[src/rtl/d_stage_sb.sv]
// Decode pipeline register with a register scoreboard: 1-cycle latency from accept to out_valid.
// Backpressure: holds while out_ready=0; stalls in_ready on RAW/WAW hazards or flush.
module d_stage_sb #(
  parameter int XLEN      = 32,
  parameter int REG_W     = 5,
  parameter int CTL_W     = 6,
  parameter int BYPASS_WB = 1
) (
  input  logic                  clock,
  input  logic                  reset,
  input  logic                  in_valid,
  output logic                  in_ready,
  input  logic [XLEN-1:0]       in_pc,
  input  logic [REG_W-1:0]      in_rs1,
  input  logic [REG_W-1:0]      in_rs2,
  input  logic [REG_W-1:0]      in_rd,
  input  logic                  in_uses_rs1,
  input  logic                  in_uses_rs2,
  input  logic                  in_wen,
  input  logic [XLEN-1:0]       in_imm,
  input  logic [CTL_W-1:0]      in_alu_ctl,
  input  logic                  in_mem_en,
  input  logic                  in_branch,
  input  logic [XLEN-1:0]       rf_data1,
  input  logic [XLEN-1:0]       rf_data2,
  input  logic                  wb_en,
  input  logic [REG_W-1:0]      wb_sel,
  input  logic [XLEN-1:0]       wb_data,
  input  logic                  flush,
  output logic                  out_valid,
  input  logic                  out_ready,
  output logic [XLEN-1:0]       out_pc,
  output logic [XLEN-1:0]       out_data1,
  output logic [XLEN-1:0]       out_data2,
  output logic [XLEN-1:0]       out_imm,
  output logic [REG_W-1:0]      out_rs1,
  output logic [REG_W-1:0]      out_rs2,
  output logic [REG_W-1:0]      out_rd,
  output logic                  out_wen,
  output logic                  out_mem_en,
  output logic                  out_branch,
  output logic [CTL_W-1:0]      out_alu_ctl,
  output logic                  hazard_stall,
  output logic [2**REG_W-1:0]   sb_pending
);

  localparam int NREGS = 2**REG_W;

  typedef struct packed {
    logic [XLEN-1:0]  pc;
    logic [XLEN-1:0]  data1;
    logic [XLEN-1:0]  data2;
    logic [XLEN-1:0]  imm;
    logic [REG_W-1:0] rs1;
    logic [REG_W-1:0] rs2;
    logic [REG_W-1:0] rd;
    logic             wen;
    logic             mem_en;
    logic             branch;
    logic [CTL_W-1:0] alu_ctl;
  } instr_t;

  instr_t           held;
  instr_t           incoming;
  logic             held_vld;
  logic [NREGS-1:0] pending;
  logic [NREGS-1:0] pending_nxt;
  logic             hit1;
  logic             hit2;
  logic             hitd;
  logic             raw1;
  logic             raw2;
  logic             waw;
  logic             accept;

  function automatic logic wbhit(input logic en, input logic [REG_W-1:0] sel,
                                 input logic [REG_W-1:0] r);
    return (BYPASS_WB != 0) && en && (sel == r) && (r != '0);
  endfunction

  assign hit1 = wbhit(wb_en, wb_sel, in_rs1);
  assign hit2 = wbhit(wb_en, wb_sel, in_rs2);
  assign hitd = wbhit(wb_en, wb_sel, in_rd);

  assign raw1 = in_uses_rs1 && (in_rs1 != '0) && pending[in_rs1] && !hit1;
  assign raw2 = in_uses_rs2 && (in_rs2 != '0) && pending[in_rs2] && !hit2;
  assign waw  = in_wen && (in_rd != '0) && pending[in_rd] && !hitd;

  assign hazard_stall = in_valid && (raw1 || raw2 || waw);
  assign in_ready     = !hazard_stall && !flush && (!held_vld || out_ready);
  assign accept       = in_valid && in_ready;

  always_comb begin
    incoming         = '0;
    incoming.pc      = in_pc;
    incoming.data1   = hit1 ? wb_data : rf_data1;
    incoming.data2   = hit2 ? wb_data : rf_data2;
    incoming.imm     = in_imm;
    incoming.rs1     = in_rs1;
    incoming.rs2     = in_rs2;
    incoming.rd      = in_rd;
    incoming.wen     = in_wen;
    incoming.mem_en  = in_mem_en;
    incoming.branch  = in_branch;
    incoming.alu_ctl = in_alu_ctl;
  end

  // Clears first so a same-cycle set of the same index wins. WAW stalling keeps
  // at most one writer per register, so killing the held writer is an exact clear.
  always_comb begin
    pending_nxt = pending;
    if (wb_en && (wb_sel != '0))
      pending_nxt[wb_sel] = 1'b0;
    if (flush && held_vld && held.wen && (held.rd != '0))
      pending_nxt[held.rd] = 1'b0;
    if (accept && in_wen && (in_rd != '0))
      pending_nxt[in_rd] = 1'b1;
    pending_nxt[0] = 1'b0;
  end

  always_ff @(posedge clock or posedge reset) begin
    if (reset) begin
      pending <= '0;
    end else begin
      pending <= pending_nxt;
    end
  end

  always_ff @(posedge clock or posedge reset) begin
    if (reset) begin
      held_vld <= 1'b0;
      held     <= '0;
    end else if (flush) begin
      held_vld <= 1'b0;
    end else if (accept) begin
      held_vld <= 1'b1;
      held     <= incoming;
    end else if (out_ready) begin
      held_vld <= 1'b0;
    end
  end

  assign out_valid   = held_vld;
  assign out_pc      = held.pc;
  assign out_data1   = held.data1;
  assign out_data2   = held.data2;
  assign out_imm     = held.imm;
  assign out_rs1     = held.rs1;
  assign out_rs2     = held.rs2;
  assign out_rd      = held.rd;
  assign out_wen     = held.wen;
  assign out_mem_en  = held.mem_en;
  assign out_branch  = held.branch;
  assign out_alu_ctl = held.alu_ctl;
  assign sb_pending  = pending;

endmodule
[config.mk]
export PLATFORM = sky130hd
export DESIGN_NAME = d_stage_sb
export DESIGN_NICKNAME = d
export VERILOG_FILES = /design/src/rtl/d_stage_sb.sv
export SDC_FILE = /design/constraint.sdc
export NUM_CORES = 1
export LEC_CHECK = 0
export CORE_MARGIN = 5
export CORE_UTILIZATION = 40
export CTS_BUF_LIST = sky130_fd_sc_hd__clkbuf_8
export DETAILED_ROUTE_END_ITERATION = 10
export MAX_ROUTING_LAYER = met4
export PLACE_DENSITY = 0.77
export RECOVER_POWER = 100
export SLEW_MARGIN = 20
export SYNTH_ARGS = -nofsm -noshare
export SYNTH_HDL_FRONTEND = slang
export SYNTH_SLANG_ARGS = --single-unit
[constraint.sdc]
create_clock -name clock -period 6.8 [get_ports clock]
set_clock_uncertainty 0.2 [all_clocks]
set_input_delay 0.68 -clock clock [delete_from_list [all_inputs] [get_ports clock]]
set_output_delay 0.68 -clock clock [all_outputs]
set_load 0.02 [all_outputs]
Word level (Yosys, flattened, before mapping)
Index checks and enable logic that the tools add are counted.

storage, ports and cells
  input port bits = 197
  output and inout port bits = 187
  flip-flop bits (word level) = 184

cells by class
  reductions and logical operators = 44
  bitwise logic cells = 6
  equal/unequal tests = 3
  multiplexer cells = 20
  magnitude comparators = 8

operators by type and width
  cell                                                                                 number
  32-bit 2-to-1 mux                                                                    5
  32-bit bitwise AND                                                                   2
  32-bit NOT                                                                           2
  32-bit bitwise OR                                                                    1
  5-bit by 6-bit < comparator with 1-bit output, second input constant                 5
  1-bit logical AND                                                                    28
  5-bit nonzero test                                                                   5
  1-bit binary-select mux with 5-bit select                                            3
  1-bit demux with 5-bit select                                                        3
  5-bit equality test                                                                  3
  5-bit by 1-bit greater-or-equal comparator with 1-bit output, second input constant  3
  1-bit 2-to-1 mux                                                                     9
  1-bit zero test                                                                      6
  1-bit logical OR                                                                     3
  3-bit nonzero test                                                                   1
  2-bit AND reduction                                                                  1
  1-bit NOT                                                                            1

Logic depth before layout (Yosys ltp)
  depth in word-level cells = 15
  depth in mapped cells = 11
  mapped depth without buffers = 7

Worst setup path before layout
OpenSTA, ideal clock, no wires.

  path type = input -> output
  from = in in_rs2[0]
  to = out in_ready
  slack = 3156 ps
  cell stages on the path = 8
  arrival time = 2764 ps
  data required time = 5920 ps
  path through = buf_2 mux4_2 mux2_2 nor3b_1 nor4_1 a211oi_2 nor2b_1 nor3_1

between the ends
  word-level cells in the longest chain between the ends = 11

ends and longest elaborated chain
  element                                                                                            line  source
  start, declared                                                                                    15    input logic [REG_W-1:0] in_rs2,
  parallel branches: the longest is 4 deep, another holds 1-bit binary-select mux with 5-bit select  n/a
  1-bit logical AND *                                                                                86    assign raw2 = in_uses_rs2 && (in_rs2 != '0) && pending[in_rs2] && !hit2;
  1-bit logical OR * (2 in series)                                                                   89    assign hazard_stall = in_valid && (raw1 || raw2 || waw);
  1-bit logical AND *                                                                                89
  net hazard_stall                                                                                   43    output logic hazard_stall,
  1-bit zero test *                                                                                  90    assign in_ready = !hazard_stall && !flush && (!held_vld || out_ready);
  1-bit logical AND * (2 in series)                                                                  90
  end, declared                                                                                      12    output logic in_ready,

Mark *: on every way through the listed nets, which the timed path passes. The select of a mux whose other input is x is not followed.

Worst setup path in the final report
  from = in in_rs2[1]
  to = reg held (netlist bit out_data1[1])

between the ends
  word-level cells in the longest chain between the ends = 13

ends and longest elaborated chain
  element                                                                                            line  source
  parallel branches: the longest is 4 deep, another holds 1-bit binary-select mux with 5-bit select  n/a
  1-bit logical AND *                                                                                86
  1-bit logical OR * (2 in series)                                                                   89
  1-bit logical AND *                                                                                89
  1-bit zero test *                                                                                  90
  1-bit logical AND * (2 in series)                                                                  90
  1-bit logical AND *                                                                                91    assign accept = in_valid && in_ready;
  2-bit AND reduction (no line) *                                                                    n/a
  end signal, assigned                                                                               137   held <= incoming;
  end, declared                                                                                      63    instr_t held;

Mark *: on every way between the ends. The select of a mux whose other input is x is not followed.
A chain may end at the register's enable or synchronous reset.

==> results.cfg <==
[setup_path]
critical-path-slowest-cell = sky130_fd_sc_hd__buf_2
worstPathCellList = clkdlybuf4s50_1, mux2i_1, mux4_2, o2bb2ai_1, nor4_1, a211oi_1, nand3_4, buf_2, mux2_2
critPathLaunchType = primary input
largest_fanout_of_any_net_on_the_critical_path = 74
crit_path_max_incr_delay_ns = 1.39
rrSetupSlack_ns = 2.20
crit_required_ns = 6.94
criticalPathCategory = in2reg
buffers_inverters_on_critical_path = 2
timing.critical_path.arrival_ns = 5.43
critPathTopFamily = buffers and inverters
crit_path_end_kind = flop

[power]
pwr_density_cell_nw_per_um2 = 262
ir_worst_vdd_v = 0.000208
power.leakage_nw = 5.47

[detailed_routing]
via_per_inst = 5.48
initialDrtViolationCount = 601
drc_errors = 0
route.detailed.wl_per_inst_um = 23.9
drt-pass1-iter-count = 5
drt.antenna.violating_nets = 0
drt-total-wl_um = 32700
via_count = 7490

[grt]
grt_usage_pct = 24.2
grt_pass1_vias = 8164
grt_antenna_before_repair = 0
grt_first_pass_wirelength_um = 49000
pin_count_of_the_biggest_net_entering_global_routing = 88
grt_remaining_overflow = 0

[floorplan]
top_level_ports = 384
die_boundary_width_um = 165
initial_core_util_pct = 40.9
core_region_area_um2 = 23600
die_area_um2 = 27400
std_cell_rows = 56
die_h_um = 165

[finish]
finish.cell_count_without_fillers = 1368
design.final.nets = 1233
area.growth.synth_to_final_pct = 40.5
drive_gt1_share_pct = 15.2
final_area_um2 = 13600
antennaDiodeCount = 0

[yosys]
synth-warning-count = 0
top_count_cell_post_synth = sky130_fd_sc_hd__dfrtp_1
synth.top_cells.by_area = sky130_fd_sc_hd__dfrtp_1 48%, sky130_fd_sc_hd__mux2_4 19%, sky130_fd_sc_hd__mux2_2 11%
syn_inst = 680
async_flop_share_pct = 100
yosys.cell_types.count = 43
synth-seq-area-share_pct = 47.6
ys_ff_latch = 184
synth_largest_area_cell = sky130_fd_sc_hd__dfrtp_1
syn-mean-instance-area_um2 = 14.2
mappedNetlistArea_um2 = 9660
mappedNetlistNets = 877
post-synth-top-area-fraction_pct = 47.6
synth_flop_cell = sky130_fd_sc_hd__dfrtp_1
synth.top_cells.by_count = 184 x sky130_fd_sc_hd__dfrtp_1, 120 x sky130_fd_sc_hd__mux2_4, 91 x sky130_fd_sc_hd__mux2_2
synth_enable_flop_cells = 0

[timing]
timing.hold.ws_ns = 0.296
timing.setup.tns_ns = 0
min_period_over_period_pct = 77.8
hold_viol = 0
max_slew.worst_pin.slew_ns = 3.95
timing.max_slew.rel_slack_pct = -165
grt_setup_unrepaired = false
postLayoutSetupSlackWorst_ns = 1.51
finalSetupViolations = 0
final-max-slew-violation-count = 225
post-route-min-period_ns = 5.29
max_clock_freq_ghz = 0.189

[clock_network]
cts_made_buffers = 17
clock-sinks = 184
htree_num_levels = 4
clk_root_buffer_cell = sky130_fd_sc_hd__clkbuf_8
post_cts_buffers = 0
insertion_delay_ns = 0.46
cts_buffer_depth = 2
clock_tree_from_tritoncts = done
cts.hold.buffers_added = 0
postCtsResizedCells = 0
clkSlewWorstSetupHoldPaths_ns = 0.10

[job]
timing.max_cap.violations = 3

[place]
detailed_place.area_um2 = 13700
dpl_worst_slack_ns = 1.80
place_congestion = 0.939
place.detailed.hpwl_um = 24500
instance_count_after_placement_with_tap_cells_included = 1336
numPortBuffers = 382

[worst_hold_path]
worst_hold_path_type = reg2reg

[outcome]
failed_checks = max-capacitance violations, max-slew violations
run_status = finished with violations
[final cells by class]
type / count / area [µm²]
well taps: 319 / 399
repair buffers: 390 / 3870
clock inverters: 15 / 156
multi-input cells: 441 / 4310
clock buffers: 17 / 234
fillers: 2034 / 10000
flip-flops and latches: 184 / 4600
inverters: 2 / 8.76
[metrics by stage]
step | util (%) | total power, mW
floorplan | - | 2.31
global placement | 57.9 | 3.07
detailed placement | 57.9 | 3.10
CTS | 59.6 | 3.85
global route | 57.5 | 3.74
finish | 57.5 | 3.56
[kinds of logic after synthesis]
family / Yosys count / synth area share, %
other: 1 / 0.0388
XOR/XNOR: 15 / 1.36
AND/OR/NAND/NOR: 90 / 5.10
multiplexers: 253 / 35.9
flip-flops: 184 / 47.6
buffers and inverters: 55 / 3.39
AO/OA/AOI/OAI: 82 / 6.56
[sequential cells by signal, indices dropped and copies added, names as in the netlist]
| register | cells |
|---|---|
| out_alu_ctl | 6 |
| out_branch | 1 |
| out_data1 | 32 |
| out_data2 | 32 |
| out_imm | 32 |
| out_mem_en | 1 |
| out_pc | 32 |
| out_rd | 5 |
| out_rs1 | 5 |
| out_rs2 | 5 |
| out_valid | 1 |
| out_wen | 1 |
| sb_pending | 31 |
[where the power goes]
group / total, mW / internal [mW] / switching (mW) / leakage (nW)
Clock: 0.737 / 0.277 / 0.461 / 0.201
Sequential: 1.50 / 1.34 / 0.168 / 2.23
Combinational: 1.32 / 0.633 / 0.684 / 3.04
Total: 3.56 / 2.25 / 1.31 / 5.47
[metal layers]
layer  track usage [%]  wire length [µm]
met5                 -                 0
met4              6.04               723
met3              7.92              3080
met2              39.7             16400
met1              29.1             12500
[final timing paths]
kind                               startpoint            end  depth (start not counted)
max in group asynchronous               reset  out_data1[17]                          3
worst max-delay path                in_rs2[1]   out_data1[1]                          9
worst min register to register  out_data1[21]  out_data1[21]                          1
worst min-delay path            out_data1[21]  out_data1[21]                          1
worst max register to register  sb_pending[7]   out_data1[1]                          8
min in group asynchronous               reset  out_data1[18]                          2
[cells in the final DEF (no fill, tap or decap), types with 17 or more instances in the layout]
cell type | Yosys | routed
sky130_fd_sc_hd__o31ai_1 | 31 | 31
sky130_fd_sc_hd__mux2_1 | 8 | 126
sky130_fd_sc_hd__dfrtp_1 | 184 | 184
sky130_fd_sc_hd__dlygate4sd3_1 | 0 | 188
sky130_fd_sc_hd__clkdlybuf4s50_1 | 0 | 194
sky130_fd_sc_hd__nand2_1 | 19 | 19
sky130_fd_sc_hd__mux2i_1 | 17 | 17
sky130_fd_sc_hd__mux4_2 | 17 | 17
sky130_fd_sc_hd__o221ai_1 | 30 | 30
sky130_fd_sc_hd__clkbuf_8 | 0 | 17
sky130_fd_sc_hd__mux2_2 | 91 | 91
Note: power is estimated with default switching activity, not from simulation.
